### src/rtl/fpu_arbiter.sv
// Round-robin front end that shares one fixed-latency FPU between NUM_REQ requesters.
// Tags follow each operation through the FPU pipeline so the result reaches the requester that issued it.
module fpu_arbiter #(
    parameter int BIT_SIZE = 15,
    parameter int NUM_REQ  = 4,
    parameter int LATENCY  = 4,
    parameter int IDX_W    = 2
) (
    input  logic                            clk,
    input  logic                            rst,
    input  logic [1:0]                      cfg_rmode,
    input  logic [NUM_REQ-1:0]              req_valid,
    output logic [NUM_REQ-1:0]              req_ready,
    input  logic [3*NUM_REQ-1:0]            req_op,
    input  logic [(BIT_SIZE+1)*NUM_REQ-1:0] req_opa,
    input  logic [(BIT_SIZE+1)*NUM_REQ-1:0] req_opb,
    output logic [NUM_REQ-1:0]              rsp_valid,
    input  logic [NUM_REQ-1:0]              rsp_ready,
    output logic [(BIT_SIZE+1)*NUM_REQ-1:0] rsp_data,
    output logic [8*NUM_REQ-1:0]            rsp_flags,
    output logic [1:0]                      fpu_rmode,
    output logic [2:0]                      fpu_op,
    output logic [BIT_SIZE:0]               fpu_opa,
    output logic [BIT_SIZE:0]               fpu_opb,
    input  logic [BIT_SIZE:0]               fpu_out,
    input  logic [7:0]                      fpu_flags,
    output logic                            busy
);
    localparam int W = BIT_SIZE + 1;

    typedef enum logic [1:0] {
        SLOT_IDLE = 2'd0,
        SLOT_INFL = 2'd1,
        SLOT_DONE = 2'd2
    } slot_e;

    slot_e                        slot_q [NUM_REQ];
    slot_e                        slot_d [NUM_REQ];
    logic [IDX_W-1:0]             last_grant_q, last_grant_d;
    logic [NUM_REQ-1:0]           eligible_s, grant_s;
    logic [IDX_W-1:0]             grant_idx_s, cand_idx_s;
    logic                         grant_any_s, hit_s, issue_s;
    logic [LATENCY-1:0]           tag_v_q, tag_v_d;
    logic [LATENCY-1:0][IDX_W-1:0] tag_idx_q, tag_idx_d;
    logic                         retire_s;
    logic [IDX_W-1:0]             retire_idx_s;
    logic [2:0]                   op_sel_s, fpu_op_q, fpu_op_d;
    logic [W-1:0]                 opa_sel_s, opb_sel_s;
    logic [W-1:0]                 fpu_opa_q, fpu_opa_d, fpu_opb_q, fpu_opb_d;
    logic [1:0]                   fpu_rmode_q, fpu_rmode_d;
    logic [NUM_REQ-1:0]           rsp_valid_q, rsp_valid_d;
    logic [W-1:0]                 rsp_data_q [NUM_REQ];
    logic [7:0]                   rsp_flags_q [NUM_REQ];
    logic                         busy_q;

    // Round-robin search starting one past the last granted requester.
    always_comb begin
        eligible_s  = '0;
        grant_s     = '0;
        grant_idx_s = '0;
        grant_any_s = 1'b0;
        cand_idx_s  = '0;
        hit_s       = 1'b0;
        for (int i = 0; i < NUM_REQ; i++) begin
            eligible_s[i] = req_valid[i] && (slot_q[i] == SLOT_IDLE);
        end
        for (int k = 0; k < NUM_REQ; k++) begin
            cand_idx_s  = IDX_W'((int'(last_grant_q) + 1 + k) % NUM_REQ);
            hit_s       = !grant_any_s && eligible_s[cand_idx_s];
            grant_s     = grant_s | (NUM_REQ'(hit_s) << cand_idx_s);
            grant_idx_s = hit_s ? cand_idx_s : grant_idx_s;
            grant_any_s = grant_any_s | hit_s;
        end
    end

    assign req_ready = rst ? '0 : grant_s;
    assign issue_s   = grant_any_s && !rst;

    // Operand selection from the one-hot grant, tag pipe advance and slot transitions.
    always_comb begin
        op_sel_s  = 3'd0;
        opa_sel_s = '0;
        opb_sel_s = '0;
        for (int i = 0; i < NUM_REQ; i++) begin
            op_sel_s  = op_sel_s  | ({3{grant_s[i]}} & req_op[3*i +: 3]);
            opa_sel_s = opa_sel_s | ({W{grant_s[i]}} & req_opa[W*i +: W]);
            opb_sel_s = opb_sel_s | ({W{grant_s[i]}} & req_opb[W*i +: W]);
        end
        fpu_op_d    = issue_s ? op_sel_s  : fpu_op_q;
        fpu_opa_d   = issue_s ? opa_sel_s : fpu_opa_q;
        fpu_opb_d   = issue_s ? opb_sel_s : fpu_opb_q;
        fpu_rmode_d = issue_s ? cfg_rmode : fpu_rmode_q;
        last_grant_d = issue_s ? grant_idx_s : last_grant_q;

        tag_v_d      = {tag_v_q[LATENCY-1:0], issue_s};
        tag_idx_d    = {tag_idx_q[LATENCY-1:0], grant_idx_s};
        retire_s     = tag_v_q[LATENCY-1];
        retire_idx_s = tag_idx_q[LATENCY-1];

        // Retire and drain can never target the same slot, so each slot sees at most one event.
        for (int i = 0; i < NUM_REQ; i++) begin
            case (slot_q[i])
                SLOT_IDLE: slot_d[i] = grant_s[i] ? SLOT_INFL : SLOT_IDLE;
                SLOT_INFL: slot_d[i] = (retire_s && (retire_idx_s == IDX_W'(i))) ? SLOT_DONE : SLOT_INFL;
                SLOT_DONE: slot_d[i] = rsp_ready[i] ? SLOT_IDLE : SLOT_DONE;
                default:   slot_d[i] = SLOT_IDLE;
            endcase
            rsp_valid_d[i] = (slot_d[i] == SLOT_DONE);
        end
    end

    // State, FPU input and response registers.
    always_ff @(posedge clk) begin
        if (rst) begin
            for (int i = 0; i < NUM_REQ; i++) begin
                slot_q[i]      <= SLOT_IDLE;
                rsp_data_q[i]  <= '0;
                rsp_flags_q[i] <= 8'h00;
            end
            last_grant_q <= IDX_W'(NUM_REQ - 1);
            tag_v_q      <= '0;
            tag_idx_q    <= '0;
            fpu_op_q     <= 3'd0;
            fpu_opa_q    <= '0;
            fpu_opb_q    <= '0;
            fpu_rmode_q  <= 2'd0;
            rsp_valid_q  <= '0;
            busy_q       <= 1'b0;
        end else begin
            for (int i = 0; i < NUM_REQ; i++) begin
                slot_q[i] <= slot_d[i];
                if (retire_s && (retire_idx_s == IDX_W'(i))) begin
                    rsp_data_q[i]  <= fpu_out;
                    rsp_flags_q[i] <= fpu_flags;
                end
            end
            last_grant_q <= last_grant_d;
            tag_v_q      <= tag_v_d;
            tag_idx_q    <= tag_idx_d;
            fpu_op_q     <= fpu_op_d;
            fpu_opa_q    <= fpu_opa_d;
            fpu_opb_q    <= fpu_opb_d;
            fpu_rmode_q  <= fpu_rmode_d;
            rsp_valid_q  <= rsp_valid_d;
            busy_q       <= |tag_v_d;
        end
    end

    // Flatten per-requester response registers onto the packed output buses.
    always_comb begin
        rsp_data  = '0;
        rsp_flags = '0;
        for (int i = 0; i < NUM_REQ; i++) begin
            rsp_data[W*i +: W]  = rsp_data_q[i];
            rsp_flags[8*i +: 8] = rsp_flags_q[i];
        end
    end

    assign rsp_valid = rsp_valid_q;
    assign fpu_op    = fpu_op_q;
    assign fpu_opa   = fpu_opa_q;
    assign fpu_opb   = fpu_opb_q;
    assign fpu_rmode = fpu_rmode_q;
    assign busy      = busy_q;

endmodule

### config.mk
export PLATFORM = sky130hd
export DESIGN_NAME = fpu_arbiter
export DESIGN_NICKNAME = d
export VERILOG_FILES = /design/src/rtl/fpu_arbiter.sv
export SDC_FILE = /design/constraint.sdc
export NUM_CORES = 1
export LEC_CHECK = 0
export CORE_UTILIZATION = 42
export DETAILED_ROUTE_END_ITERATION = 10
export PLACE_DENSITY_LB_ADDON = 0.2
export SLEW_MARGIN = 20
export SYNTH_ARGS = -nofsm -noshare
export SYNTH_HDL_FRONTEND = slang
export SYNTH_SLANG_ARGS = --single-unit
### constraint.sdc
create_clock -name clk -period 2.1 [get_ports clk]
set_input_delay 0.315 -clock clk [delete_from_list [all_inputs] [get_ports clk]]
set_output_delay 0.315 -clock clk [all_outputs]
set_load 0.05 [all_outputs]
==> metrics.txt <==
status complete, but fails checks; failing checks negative setup slack; Synth async-reset ratio 0%; fmax 455 MHz; fin nets 1,156; Yosys top cell area share 40.2%; TritonCTS clock tree done; fin crit share 105%; final core utilization 70.6%; critical path required time 1.78 ns; io pins 318; post-route ant nets 0; RSZ-0062 raised after global routing true; CTS Sinks 160; Syn Inst Count 620; Hold/Removal Path Class input pin to register; Cell variety after synth 46; relative slew slack 55.9%; Max Transition Viols Final 0; Via density 5.53; DR iter-0 viols 432; Synth Cell Area 0.00718 mm²; Core Rows 47; pre-CTS setup slack -0.279 ns; grt ovf 0; Design Area, Final 0.0117 mm²; Remaining DRCs 0; fraction of layout cells with a size suffix above 1 14.5%; first-pass GRT wire length 37.1 mm; core area 0.0166 mm²; initial antenna violation count 0; skew final 0.0139 ns; clk slew on worst S/H paths 0.07 ns; dpl cell area 0.0108 mm²; CP max-delay cell or3b_4; Die ar. 0.0176 mm²; area of the multi-input gates 0.00274 mm²; DR pass1 iterations 5; Pleak 0.00465 µW; WL final 24.9 mm; WP data arrival 1.88 ns; number of global-route vias before repair 6,676; Die W 133 µm; Worst Path Buf+Inv 2; CTS max path bufs 2; syn_area_per_cell 11.6 µm²; PD cells 826 mW/mm²; Post-CTS Hold Fix Bufs 0; Seq/Total Area, Yosys 58.0%; ant diodes 0; Total GRT Usage 27.7%; CTS Buf Count 17; Setup crit start kind register; peak supply drop 523 µV; Worst-Margin Slew 0.661 ns; final worst setup slack -0.0973 ns; Hold Vio Cnt, Final 0; cell accounting for the most synthesized area edfxtp_1; Area Overhead vs Synth 63.6%; Yosys Warn Count 0; ys flop type edfxtp_1; Tmin final 2.20 ns; Die H 133 µm; largest net degree at the start of global routing 62; critical setup path kind register to primary output; Initial Util 43.1%; Clk Latency, worst-skew pair 0.43 ns; Root Driver clkbuf_16; # fillers 1,162; register area 0.00419 mm²; DR vias 6,705; wire per inst 20.5 µm; register bit count reported by yosys 160; family with the most delay on the worst path simple AND/OR/NAND/NOR gates; Crit. End Element primary output; Post-Synthesis Net Count 796; EDFF count, synth 96; max-cap violations 0; crit-path cells or3b_4 -> nor3_4 -> a22oi_2 -> inv_4 -> buf_8; gp weighted congestion 0.966; Detail Placement HPWL 17.3 mm; port bufs 317; Overall Power 9700 µW; Setup Viol. Count Final 4; CP max FO 5; Crit path largest cell delay 0.45 ns; ranking of synthesized cells by area edfxtp_1 (40%), dfxtp_1 (18%), and2_1 (6.4%); H-tree level count 4
metal layers:
layer / up-vias / routed length, µm / GRT usage, %
met5: - / 0 / 0
met4: 0 / 1120 / 13.9
met3: 75 / 1720 / 5.75
met2: 371 / 12300 / 47.9
met1: 3215 / 9750 / 32.7
li1: 3044 / - / -
placed cells by master (no fill, tap or decap), drive strengths merged, types with 3 or more instances in the layout:
cell | Yosys | final
a221o | 5 | 5
nor2b | 10 | 10
bufbuf | 0 | 3
a221oi | 5 | 5
clkdlybuf4s50 | 0 | 310
clkbuf | 17 | 18
nand3b | 5 | 5
and2 | 74 | 74
a32o | 5 | 5
or3b | 5 | 5
clkinvlp | 0 | 3
clkinv | 0 | 5
edfxtp | 96 | 96
a211o | 30 | 30
a311oi | 31 | 31
and3 | 24 | 24
nor3 | 5 | 5
dfxtp | 64 | 64
nand2 | 19 | 19
nor3b | 38 | 38
o21ai | 9 | 9
buf | 30 | 72
nor2 | 52 | 52
a21oi | 18 | 18
nand3 | 61 | 61
inv | 3 | 10
cell type report:
type	instances	share of cell area [%]
clock inverters	15	1.27
inverters	3	0.117
multi-input cells	410	23.3
flip-flops and latches	160	35.6
repair buffers	388	33.7
well taps	220	2.34
clock buffers	17	3.62
cell usage after synthesis, types with 2 or more instances:
library cell,instances
edfxtp_1,96
and2_1,74
dfxtp_1,64
nand3_1,61
nor2_1,52
nor3b_1,37
a311oi_1,31
a211o_1,30
and3_1,24
nand2_1,18
a21oi_1,16
clkbuf_1,16
buf_6,12
nor2b_1,10
o21ai_0,8
buf_2,6
buf_4,6
a221o_1,5
a221oi_1,5
a32o_1,5
nand3b_1,5
buf_8,4
nor3_1,4
inv_1,3
buf_1,2
nand4_1,2
nor4b_4,2
o22ai_2,2
or3b_2,2
or3b_4,2
worst paths after layout:
| kind | from | end | slack (ns) | depth (start not counted) |
|---|---|---|---|---|
| worst max-delay path | slot_q[1][1] | req_ready[1] | -0.1 | 5 |
| worst min-delay path | rst | tag_idx_d[7] | 0.26 | 2 |
| worst max register to register | slot_q[1][0] | fpu_opa[6] | 0.08 | 10 |
| worst min register to register | tag_idx_d[5] | tag_idx_d[7] | 0.44 | 1 |
state kept, by name, summed over array words and instances (netlist names):
signal	flops
fpu_rmode	2
busy	1
tag_v_q	4
fpu_opb	16
last_grant_q	2
rsp_valid	4
fpu_op	3
rsp_data_q	64
rsp_flags_q	32
fpu_opa	16
tag_idx_d	6
retire_idx_s	2
slot_q	8
stage by stage:
stage               cells  TNS (ns)  hold slack, ns
floorplan             620         0           0.414
finish               1213    -0.197           0.262
CTS                  1205    -0.307           0.243
global route         1213    -0.551           0.272
detailed placement   1157     -8.90           0.431
global placement     1157     -7.30           0.423
worst register-to-register path: cells and delay by family (launching register included):
family	cells	cell delay, ns
buf+inv	5	0.76
simple gates	2	0.17
compound gates	3	0.67
flops	1	0.36
power breakdown:
group          switching [µW]  internal, µW  total (µW)  leakage (µW)
Combinational            1700          1290        3000       0.00285
Clock                    1410          1570        2990      0.000273
Sequential                142          3570        3720       0.00152
Total                    3260          6440        9700       0.00465
repair_timing:
action                                  CTS  global route
cloned                                    3             2
pin swaps                                10             6
resized for setup                        31             8
buffers inserted                         13             7
endpoints found under the setup margin    4            12
logic make-up (layout without fill, tap and decap cells):
group,after synthesis,after routing,synth area share [%]
flip-flops,160,160,58.0
AND/OR/NAND/NOR,298,298,24.1
AO/OA/AOI/OAI,112,112,12.9
buffers and inverters,50,423,5.05
Note: power is estimated with default switching activity, not from simulation.
